===== src/rtl/pulse_period_meter_if.sv =====
// rtl/pulse_period_meter_if.sv - control and result signals of the pulse period meter
interface pulse_period_meter_if #(
   parameter int WIDTH = 26
);
   logic             enable;
   logic             sig_in;
   logic [WIDTH-1:0] period;
   logic [WIDTH-1:0] high_time;
   logic             valid;
   logic             timeout;

   modport master (
      output enable, sig_in,
      input  period, high_time, valid, timeout
   );

   modport slave (
      input  enable, sig_in,
      output period, high_time, valid, timeout
   );
endinterface


===== src/rtl/pulse_period_meter.sv =====
// rtl/pulse_period_meter.sv - measures period and high time of a slow asynchronous input
module pulse_period_meter #(
   parameter int WIDTH   = 26,
   parameter int TIMEOUT = 2**26 - 1
) (
   input  logic                  clk,
   input  logic                  reset_n,
   pulse_period_meter_if.slave   bus
);
   localparam logic [WIDTH-1:0] TMAX = WIDTH'(TIMEOUT);
   localparam logic [WIDTH-1:0] ONE  = WIDTH'(1);

   typedef enum logic [1:0] {IDLE, ARM, HIGH, LOW} state_t;

   state_t           state, state_n;
   logic             s1, s2, s3;
   logic             rise, fall;
   logic [WIDTH-1:0] cnt, cnt_n;
   logic [WIDTH-1:0] hi_lat, hi_lat_n;
   logic [WIDTH-1:0] period_q, period_n;
   logic [WIDTH-1:0] high_q, high_n;
   logic             valid_q, valid_n;
   logic             timeout_q, timeout_n;

   always_ff @(posedge clk or negedge reset_n) begin
      if (!reset_n) begin
         s1 <= 1'b0;
         s2 <= 1'b0;
         s3 <= 1'b0;
      end else begin
         s1 <= bus.sig_in;
         s2 <= s1;
         s3 <= s2;
      end
   end

   assign rise = s2 & ~s3;
   assign fall = ~s2 & s3;

   always_ff @(posedge clk or negedge reset_n) begin
      if (!reset_n) begin
         state     <= IDLE;
         cnt       <= '0;
         hi_lat    <= '0;
         period_q  <= '0;
         high_q    <= '0;
         valid_q   <= 1'b0;
         timeout_q <= 1'b0;
      end else begin
         state     <= state_n;
         cnt       <= cnt_n;
         hi_lat    <= hi_lat_n;
         period_q  <= period_n;
         high_q    <= high_n;
         valid_q   <= valid_n;
         timeout_q <= timeout_n;
      end
   end

   always_comb begin
      state_n   = state;
      cnt_n     = cnt;
      hi_lat_n  = hi_lat;
      period_n  = period_q;
      high_n    = high_q;
      valid_n   = 1'b0;
      timeout_n = 1'b0;
      if (!bus.enable) begin
         state_n = IDLE;
         cnt_n   = '0;
      end else begin
         case (state)
            IDLE: begin
               cnt_n   = '0;
               state_n = ARM;
            end
            ARM: begin
               if (rise) begin
                  state_n = HIGH;
                  cnt_n   = ONE;
               end
            end
            HIGH: begin
               if (fall) begin
                  state_n  = LOW;
                  hi_lat_n = cnt;
                  // saturate so a fall exactly at the limit still times out in LOW
                  cnt_n    = (cnt == TMAX) ? cnt : cnt + ONE;
               end else if (cnt == TMAX) begin
                  timeout_n = 1'b1;
                  state_n   = ARM;
                  cnt_n     = '0;
               end else begin
                  cnt_n = cnt + ONE;
               end
            end
            LOW: begin
               if (rise) begin
                  state_n  = HIGH;
                  period_n = cnt;
                  high_n   = hi_lat;
                  valid_n  = 1'b1;
                  cnt_n    = ONE;
               end else if (cnt == TMAX) begin
                  timeout_n = 1'b1;
                  state_n   = ARM;
                  cnt_n     = '0;
               end else begin
                  cnt_n = cnt + ONE;
               end
            end
            default: begin
               state_n = IDLE;
               cnt_n   = '0;
            end
         endcase
      end
   end

   assign bus.period    = period_q;
   assign bus.high_time = high_q;
   assign bus.valid     = valid_q;
   assign bus.timeout   = timeout_q;
endmodule


===== src/flat_wrapper.sv =====
// flat-port wrapper written by rule: the top's interface ports become plain ports
module pulse_period_meter_flat 
#(
   parameter int WIDTH   = 26,
   parameter int TIMEOUT = 2**26 - 1
)
  (clk, reset_n, bus_enable, bus_sig_in, bus_period, bus_high_time, bus_valid, bus_timeout);
  pulse_period_meter_if #(.WIDTH(WIDTH)) bus_i ();
  input  logic clk;
  input  logic reset_n;
  input wire logic [$bits(bus_i.enable)-1:0] bus_enable;
  input wire logic [$bits(bus_i.sig_in)-1:0] bus_sig_in;
  output wire logic [$bits(bus_i.period)-1:0] bus_period;
  output wire logic [$bits(bus_i.high_time)-1:0] bus_high_time;
  output wire logic [$bits(bus_i.valid)-1:0] bus_valid;
  output wire logic [$bits(bus_i.timeout)-1:0] bus_timeout;
  assign bus_i.enable = bus_enable;
  assign bus_i.sig_in = bus_sig_in;
  assign bus_period = bus_i.period;
  assign bus_high_time = bus_i.high_time;
  assign bus_valid = bus_i.valid;
  assign bus_timeout = bus_i.timeout;
  pulse_period_meter #(.WIDTH(WIDTH), .TIMEOUT(TIMEOUT)) u_core (.clk(clk), .reset_n(reset_n), .bus(bus_i));
endmodule

===== config.mk =====
export PLATFORM = sky130hd
export DESIGN_NAME = pulse_period_meter_flat
export DESIGN_NICKNAME = d
export VERILOG_FILES = /design/src/rtl/pulse_period_meter_if.sv /design/src/rtl/pulse_period_meter.sv /design/src/flat_wrapper.sv
export SDC_FILE = /design/constraint.sdc
export NUM_CORES = 1
export LEC_CHECK = 0
export ABC_AREA = 1
export CORE_MARGIN = 5
export CORE_UTILIZATION = 28
export CTS_CLUSTER_SIZE = 14
export DETAILED_ROUTE_END_ITERATION = 10
export GPL_ROUTABILITY_DRIVEN = 0
export PLACE_DENSITY = 0.57
export SLEW_MARGIN = 20
export SYNTH_ARGS = -nofsm -noshare
export SYNTH_HDL_FRONTEND = slang
export SYNTH_SLANG_ARGS = --single-unit

===== constraint.sdc =====
create_clock -name clk -period 4.26 [get_ports clk]
set_input_delay 0.426 -clock clk [delete_from_list [all_inputs] [get_ports clk]]
set_output_delay 0.426 -clock clk [all_outputs]
set_load 0.01 [all_outputs]

; Word level (Yosys, flattened, before mapping)
; Index checks and enable logic that the tools add are counted.
[totals]
out_inout_bits = 54
wordCells = 46
ff_bits = 111
[classes]
n_addsub = 1
bitwise_logic = 4
n_eq_ne = 6
n_reduce_logical = 4
muxes = 21
[ops]
columns = op, n
row1 = 26-bit two-way mux, 6
row2 = 26-bit one-hot mux with 4 select lines, 1
row3 = "26-bit by 1-bit adder with 26-bit output, second input constant", 1
row4 = "26-bit == test, second input constant", 1
row5 = 2-bit two-way mux, 5
row6 = 2-bit one-hot mux with 4 select lines, 1
row7 = 1-bit two-way mux, 7
row8 = 3-bit AND reduction, 2
row9 = "2-bit == test, second input constant", 2
row10 = "4-bit != test, second input constant", 1
row11 = "3-bit by 2-bit != test with 1-bit output, second input constant", 1
row12 = 1-bit AND, 2
row13 = "2-bit by 1-bit == test with 1-bit output, second input constant", 1
row14 = 2-bit logical NOT, 1
row15 = 1-bit NOT, 2
row16 = 1-bit one-hot mux with 2 select lines, 1
row17 = 2-bit AND reduction, 1

; Logic depth before layout (Yosys ltp)
; Gate-level depths: netlist of the first run.
[depth]
word_depth = 5
depth_mapped = 13
depth_no_buf = 12

; Least setup slack after synthesis of the first run
; OpenSTA, ideal clock, no wires.
[synth_timing]
kind = flip-flop to flip-flop
from = register u_core.cnt[0]
to = register u_core.cnt[1]
n_path_buf = 1
slack_ps = 2452
t_arrival_ps = 1695
stages_incl_launch_ff = 14
setup_time_ps = 113
t_required_ps = 4147
synth_period_minus_slack_ps = 1808
path_cell_list = dfrtp_1 > ha_1 > nand2_1 > nor2_4 > nand2_4 > nor2_8 > nand4_4 > nand2_4 > inv_4 > buf_6 > nand2_2 > o21ai_2 > nand2_1 > inv_1
[synth_between]
elab_chain_cells = 5
elab_cells_between_ends = 10
[synth_lines]
columns = item, line_no
row1 = start: declaration, pulse_period_meter.sv:18  ; logic [WIDTH-1:0] cnt, cnt_n;
row2 = start signal: assignment, pulse_period_meter.sv:51  ; cnt <= cnt_n;
row3 = 26-bit by 1-bit adder with 26-bit output or 26-bit == test (tied branches), -
row4 = "26-bit two-way mux, on equally long branches", "pulse_period_meter.sv:89, pulse_period_meter.sv:104, pulse_period_meter.sv:88"
row5 = "26-bit two-way mux, on equally long branches", "pulse_period_meter.sv:98, pulse_period_meter.sv:84"
row6 = 26-bit one-hot mux with 4 select lines, pulse_period_meter.sv:72  ; case (state)
row7 = 26-bit two-way mux, pulse_period_meter.sv:68  ; if (!bus.enable) begin
; Parallel ways exist; a longest one is shown, timed or not. The select of a mux whose other input is x is not followed.
; A chain may end at the register's enable or synchronous reset.

; Final worst setup path of the first run
[layout_timing]
from = input bus_enable
to = register u_core.period_q[9], in the netlist u_core.bus.period[9]
[layout_between]
elab_chain_cells = 1
[layout_lines]
columns = item, line_no
row1 = start: declaration, flat_wrapper.sv:11  ; input wire logic [$bits(bus_i.enable)-1:0] bus_enable;
row2 = 3-bit AND reduction (no line), -
row3 = end signal: assignment, pulse_period_meter.sv:53  ; period_q <= period_n;
row4 = end: declaration, pulse_period_meter.sv:20  ; logic [WIDTH-1:0] period_q, period_n;
; Every way passes these cells.

==> results of run 1 <==
==> cell type report <==
class                           instances  area [sq um]
Sequential cell                       111          2778
Fill cell                            1832         11700
Timing Repair Buffer                   62         605.6
Clock buffer                            9         225.2
Multi-Input combinational cell        413          1947
Clock inverter                          6         78.83
Tap cell                              229         286.5
Inverter                               58         220.2
==> through the flow <==
stage               setup WS (ns)  hold slack (ns)
floorplan                   2.452           0.1304
global placement            1.344           0.3371
detailed placement          1.292           0.3371
CTS                         1.658           0.1964
global route                1.368           0.2301
finish                      1.652           0.1662
==> cell usage after synthesis <==
master       n
a211oi_1     3
a21boi_1     2
a21oi_1      8
a31oi_1      1
buf_1        1
buf_2        4
buf_4        1
buf_6        2
clkbuf_1    14
clkinv_1     2
dfrtp_1    111
ha_1         1
inv_1       52
inv_2        3
inv_4        1
nand2_1    222
nand2_2      1
nand2_4      2
nand3_1     24
nand3_2      1
nand3b_1     1
nand4_1     10
nand4_4      2
nor2_1      36
nor2_2       4
nor2_4       2
nor2_8       1
nor3_1       4
nor3_2       1
o2111ai_1    7
o211ai_1     2
o21ai_0     64
o21ai_1      1
o21ai_2      1
o22ai_1      2
xor2_1      10
==> power by group <==
group / total (uW) / internal (uW) / leakage (uW) / switching, uW
clock: 874 / 465 / 0.000149 / 409
combinational: 103 / 25.1 / 0.00115 / 78.1
sequential: 1080 / 1060 / 0.00154 / 15.1
total: 2060 / 1550 / 0.00284 / 502
==> metal layers <==
metal | GRT usage | vias to the layer above
met1 | 0.1822 | 1944
li1 | - | 2033
met2 | 0.1951 | 92
met4 | 0.04026 | 0
met5 | 0 | -
met3 | 0.02778 | 18
==> registers in the layout, summed over array words and instances (netlist names) <==
name,count
u_core.bus.period,26
u_core.hi_lat,26
u_core.bus.timeout,1
u_core.s3,1
u_core.bus.high_time,26
u_core.s2,1
u_core.cnt,26
u_core.s1,1
u_core.bus.valid,1
u_core.state,2
==> kinds of logic (layout without fill, tap and decap cells) <==
| logic type | count (synthesis) | after routing | share of synthesized area |
|---|---|---|---|
| adder cells (fa/ha/maj) | 1 | 1 | 0.002478 |
| AO/OA/AOI/OAI | 91 | 91 | 0.1004 |
| AND/OR/NAND/NOR | 311 | 311 | 0.2649 |
| flip-flops | 111 | 111 | 0.5502 |
| buffers and inverters | 80 | 135 | 0.06469 |
| XOR/XNOR | 10 | 10 | 0.01735 |
==> how the worst max path moves through the flow <==
stage                        startpoint                    end  slack, ns  cells past startpoint
after floorplan           u_core.cnt[0]          u_core.cnt[1]       2.45                     13
after detailed placement     bus_enable   u_core.bus.period[8]       1.29                      7
after global routing         bus_enable   u_core.bus.period[6]       1.37                      7
after global placement       bus_enable  u_core.bus.period[18]       1.34                      7
after CTS                    bus_enable   u_core.bus.period[8]       1.66                      7
final                        bus_enable   u_core.bus.period[9]       1.65                      7
==> critical path, delay by kind of cell <==
kind	cells	cell delay (ns)
simple gates	3	0.60
buf+inv	3	1.67
compound gates	1	0.08
==> flow_summary.json, run 1 <==
{
  "hold_path_class": "input port to async pin",
  "final_common_cell": "nand2_1",
  "yosys.area.top_type_share": 0.5502,
  "crit_path_max_incr_delay_ns": 0.93,
  "syn_nets": 609,
  "stdcell_area_sq_um": 6141,
  "root_buffer": "clkbuf_16",
  "rr_endpoint": "u_core.cnt[15]",
  "cts_sinks": 111,
  "numPortBuffers": 57,
  "grt_pass1_wl_um": 21100,
  "cts_hold_buf": 0,
  "layout_common_cells": "nand2_1, dfrtp_1, o21ai_0, clkdlybuf4s50_1, inv_1",
  "cts_setup_buffers": 0,
  "final_core_util": 0.3442,
  "fin_crit_sh": 0.6123,
  "ant_nets": 0,
  "dr_wl_met3_um": 668,
  "ff2ff_setup_slack_ns": 1.90,
  "maxCapViolations": 0,
  "synth_seq_cells": 111,
  "grt_pass1_vias": 4000,
  "powerDensity_nw_per_um2": 334.7,
  "path_cells": "clkdlybuf4s50_1 -> inv_1 -> nor2_1 -> nand2_2 -> buf_4 -> nand2_1 -> o21ai_0",
  "fin_skew_ns": 0.01463,
  "setup_viol": 0,
  "r2r_cells": 12,
  "vias_per_cell": 4.602,
  "num_io_pins": 58,
  "firstDrtPassIters": 5,
  "leakage_uw": 0.002844,
  "die_h_um": 144.3,
  "power_uw": 2055,
  "finalCriticalPeriod_ns": 2.608,
  "antennaDiodeCount": 0,
  "fmax_mhz": 383.4,
  "yosys.area.top_type": "dfrtp_1",
  "drt-total-wl_um": 12740,
  "placed_cells": 873,
  "cts_buffers": 9,
  "synthTopCellsByArea": "dfrtp_1, nand2_1, o21ai_0",
  "final-hold-violation-count": 0,
  "syn2layout_area_growth_pct": 21.64,
  "slew_headroom": 0.4475,
  "peakVddDrop_v": 0.0001528,
  "worstReg2RegStart": "u_core.cnt[0]",
  "path_class": "input port to register",
  "drive_gt1_frac": 0.06222,
  "required_ns": 4.48,
  "post_drt_wl_per_cell_um": 14.35,
  "cts_tree": "done",
  "clock_path_buffers": 2,
  "clock_latency_ns": 0.36,
  "rsz0062_at_grt": "no",
  "syn-cell-area_sq_um": 5049,
  "die_x_um": 144.3,
  "status": "finished, final reports clean",
  "maxUsedRoutingLayer": "met4",
  "overflow": 0,
  "clk_pin_slew_ns": 0.07,
  "critPathMaxFanout": 50,
  "final_cells": 888,
  "drc": 0,
  "yosys_warnings": 0,
  "start_util": 0.2830,
  "drtIter0Drc": 301,
  "fp-row-count": 49,
  "grt_max_degree": 63,
  "place_hpwl_um": 9049,
  "place_area_sq_um": 5837,
  "synth_cell_type_count": 36,
  "finalSetupTns_ns": 0,
  "cp.arrival_ns": 2.82,
  "die-area_sq_um": 20820,
  "wl_met1_um": 6148,
  "worst_pin_slew_ns": 0.8287,
  "grt_use_total": 0.1280,
  "yosysSeqAreaShare": 0.5502,
  "nets": 660,
  "antenna_found_initial": 0,
  "wl_met2_um": 5725,
  "htreeDepth": 3,
  "endpoint_kind": "register",
  "avgSynthCellArea_sq_um": 8.359,
  "core_area_sq_um": 17840,
  "vias": 4087,
  "slew_viol_final": 0,
  "start_kind": "input port",
  "syn_inst": 604,
  "cp_slowest_cell": "clkdlybuf4s50_1",
  "post_cts_resized": 0
}
Note: power is estimated with default switching activity, not from simulation.
==> inputs of run 2 (changes only) <==
==> constraint.sdc (replaced) <==
create_clock -name clk -period 2.64 [get_ports clk]
set_input_delay 0.264 -clock clk [delete_from_list [all_inputs] [get_ports clk]]
set_output_delay 0.264 -clock clk [all_outputs]
set_load 0.01 [all_outputs]
==> run 2 against run 1 <==
Against the previous run: sequential power up 61%; combinational power up 70%; cell count up 0.68%; setup slack worse by 1.1 ns; die area unchanged; final area up 0.71%; utilization up 0.25 points; sequential cell count unchanged.
==> flow_summary.json, run 2 (same netlist as run 1, synthesis figures left out) <==
{
  "status": "finished, final reports clean",
  "min_path_cells": 0,
  "finalSetupTns_ns": 0,
  "required_ns": 2.92,
  "final_cells": 894,
  "endpoint_kind": "register",
  "hold_path_class": "register to register",
  "power.internal_uw": 2435,
  "cp.arrival_ns": 2.39,
  "start_kind": "register",
  "htreeDepth": 3,
  "worstReg2RegStart": "u_core.cnt[0]",
  "fp-row-count": 49,
  "drtIter0Drc": 390,
  "vias_per_cell": 4.621,
  "clock_path_buffers": 2,
  "drc": 0,
  "swShare": 0.2452,
  "grt_pass1_vias": 4123,
  "combinationalPowerShare": 0.054,
  "fmax_mhz": 475.0,
  "place_hpwl_um": 9506,
  "dr_wl_met3_um": 731,
  "clk_pin_slew_ns": 0.07,
  "path_class": "register to register",
  "die-area_sq_um": 20820,
  "nets": 665,
  "area.sequential_sq_um": 2778,
  "crit_path_start": "u_core.cnt[0]",
  "grt_max_degree": 53,
  "setup.worst_path.end": "u_core.cnt[25]",
  "clockPowerShare": 0.407,
  "setup_viol": 0,
  "rr_endpoint": "u_core.cnt[25]",
  "critPathMaxFanout": 21,
  "powerDensity_nw_per_um2": 521.6,
  "core_area_sq_um": 17840,
  "grt_pass1_wl_um": 22070,
  "slew_headroom": 0.5874,
  "worst_pin_slew_ns": 0.6189,
  "numPortBuffers": 57,
  "overflow": 0,
  "start_util": 0.2830,
  "antennaDiodeCount": 0,
  "multiInputGateArea_sq_um": 1947,
  "rsz0062_at_grt": "no",
  "cts_tree": "done",
  "ant_nets": 0,
  "drive_gt1_frac": 0.06917,
  "maxCapViolations": 0,
  "placed_cells": 877,
  "num_io_pins": 58,
  "finalCriticalPeriod_ns": 2.105,
  "switchingPower_uw": 791.0,
  "drt-total-wl_um": 13190,
  "cts_sinks": 111,
  "firstDrtPassIters": 5,
  "layout_common_cells": "nand2_1, dfrtp_1, o21ai_0, clkdlybuf4s50_1, inv_1",
  "p_seq_frac": 0.539,
  "die_h_um": 144.3,
  "wl_met2_um": 5955,
  "leakage_uw": 0.002864,
  "r2r_cells": 11,
  "ff2ff_setup_slack_ns": 0.53,
  "wl_met1_um": 6241,
  "cts_buffers": 9,
  "peakVddDrop_v": 0.0002764,
  "post_drt_wl_per_cell_um": 14.75,
  "fin_crit_sh": 0.7975,
  "clock_latency_ns": 0.35,
  "grt_use_total": 0.1339,
  "num-fill-cells": 1888,
  "antenna_found_initial": 0,
  "power_uw": 3226,
  "maxUsedRoutingLayer": "met4",
  "syn2layout_area_growth_pct": 22.50,
  "final-hold-violation-count": 0,
  "die_x_um": 144.3,
  "hold_ws_ns": 0.3560,
  "fin_skew_ns": 0.007824,
  "root_buffer": "clkbuf_16",
  "final_common_cell": "nand2_1",
  "slew_viol_final": 0,
  "vias": 4131
}
## run 2: cell count changes in the layout (fill, tap and decap cells not counted)
| cell | delta |
|---|---|
| buf_12 | +2 |
| buf_4 | +2 |
| clkinv_2 | +2 |
| clkinv_4 | -2 |
| inv_6 | +2 |
| inv_8 | -2 |
| bufinv_16 | -1 |
| clkbuf_8 | +1 |
| clkinvlp_4 | +1 |
| dlygate4sd3_1 | +1 |
## run 2: worst min-delay path by stage
stage / from / end / slack (ns)
2_1_floorplan: reset_n / u_core.bus.high_time[0] / -0.03
3_3_place_gp: reset_n / u_core.s1 / 0.33
3_5_place_dp: reset_n / u_core.s1 / 0.33
4_1_cts: u_core.s1 / u_core.s2 / 0.36
5_1_grt: bus_sig_in / u_core.s1 / 0.38
6_report: u_core.s1 / u_core.s2 / 0.36
## run 2: layer usage
metal,track usage,vias to the layer above
li1,-,2040
met1,0.1862,1974
met2,0.2087,99
met3,0.02976,18
met4,0.04173,0
met5,0,-
## run 2: repair_timing
item,in CTS,in global routing
hold endpoints to repair,45,0
setup buffers,0,0
gates resized for setup,0,0
hold buffers,1,0
## run 2: critical path: stages, from the launching register on
cell and delay, ns:
dfrtp_1 0.43, ha_1 0.30, nand2_1 0.13, nor2_4 0.14, nand2_4 0.09, nor2_8 0.15
nand4_4 0.15, nand2_4 0.18, inv_4 0.14, nand2_1 0.14, inv_2 0.08, nor2_1 0.10
## run 2: area by class of cell
type | count | share of cell area
flip-flops and latches | 111 | 0.4491
multi-input cells | 413 | 0.3148
repair buffers | 67 | 0.1084
well taps | 229 | 0.04633
clock buffers | 10 | 0.03864
inverters | 58 | 0.03561
clock inverters | 6 | 0.007081
## run 2: through the flow
| stage | utilization | setup slack (ns) | instance area [sq um] |
|---|---|---|---|
| finish | 0.3467 | 0.5347 | 6185 |
| CTS | 0.3467 | 0.5381 | 6185 |
| detailed placement | 0.3302 | 0.5368 | 5892 |
| global route | 0.3467 | 0.3542 | 6185 |
| floorplan | - | 0.8317 | 5049 |
| global placement | 0.3302 | 0.5831 | 5892 |
## run 2: power by group through the flow
stage / combinational, uW / clock (uW) / sequential, uW
3_5_place_dp: 178 / 0 / 1770
2_1_floorplan: 99.2 / 0 / 1760
3_3_place_gp: 177 / 0 / 1770
6_report: 175 / 1310 / 1740
5_1_grt: 199 / 1420 / 1740
4_1_cts: 180 / 1340 / 1740
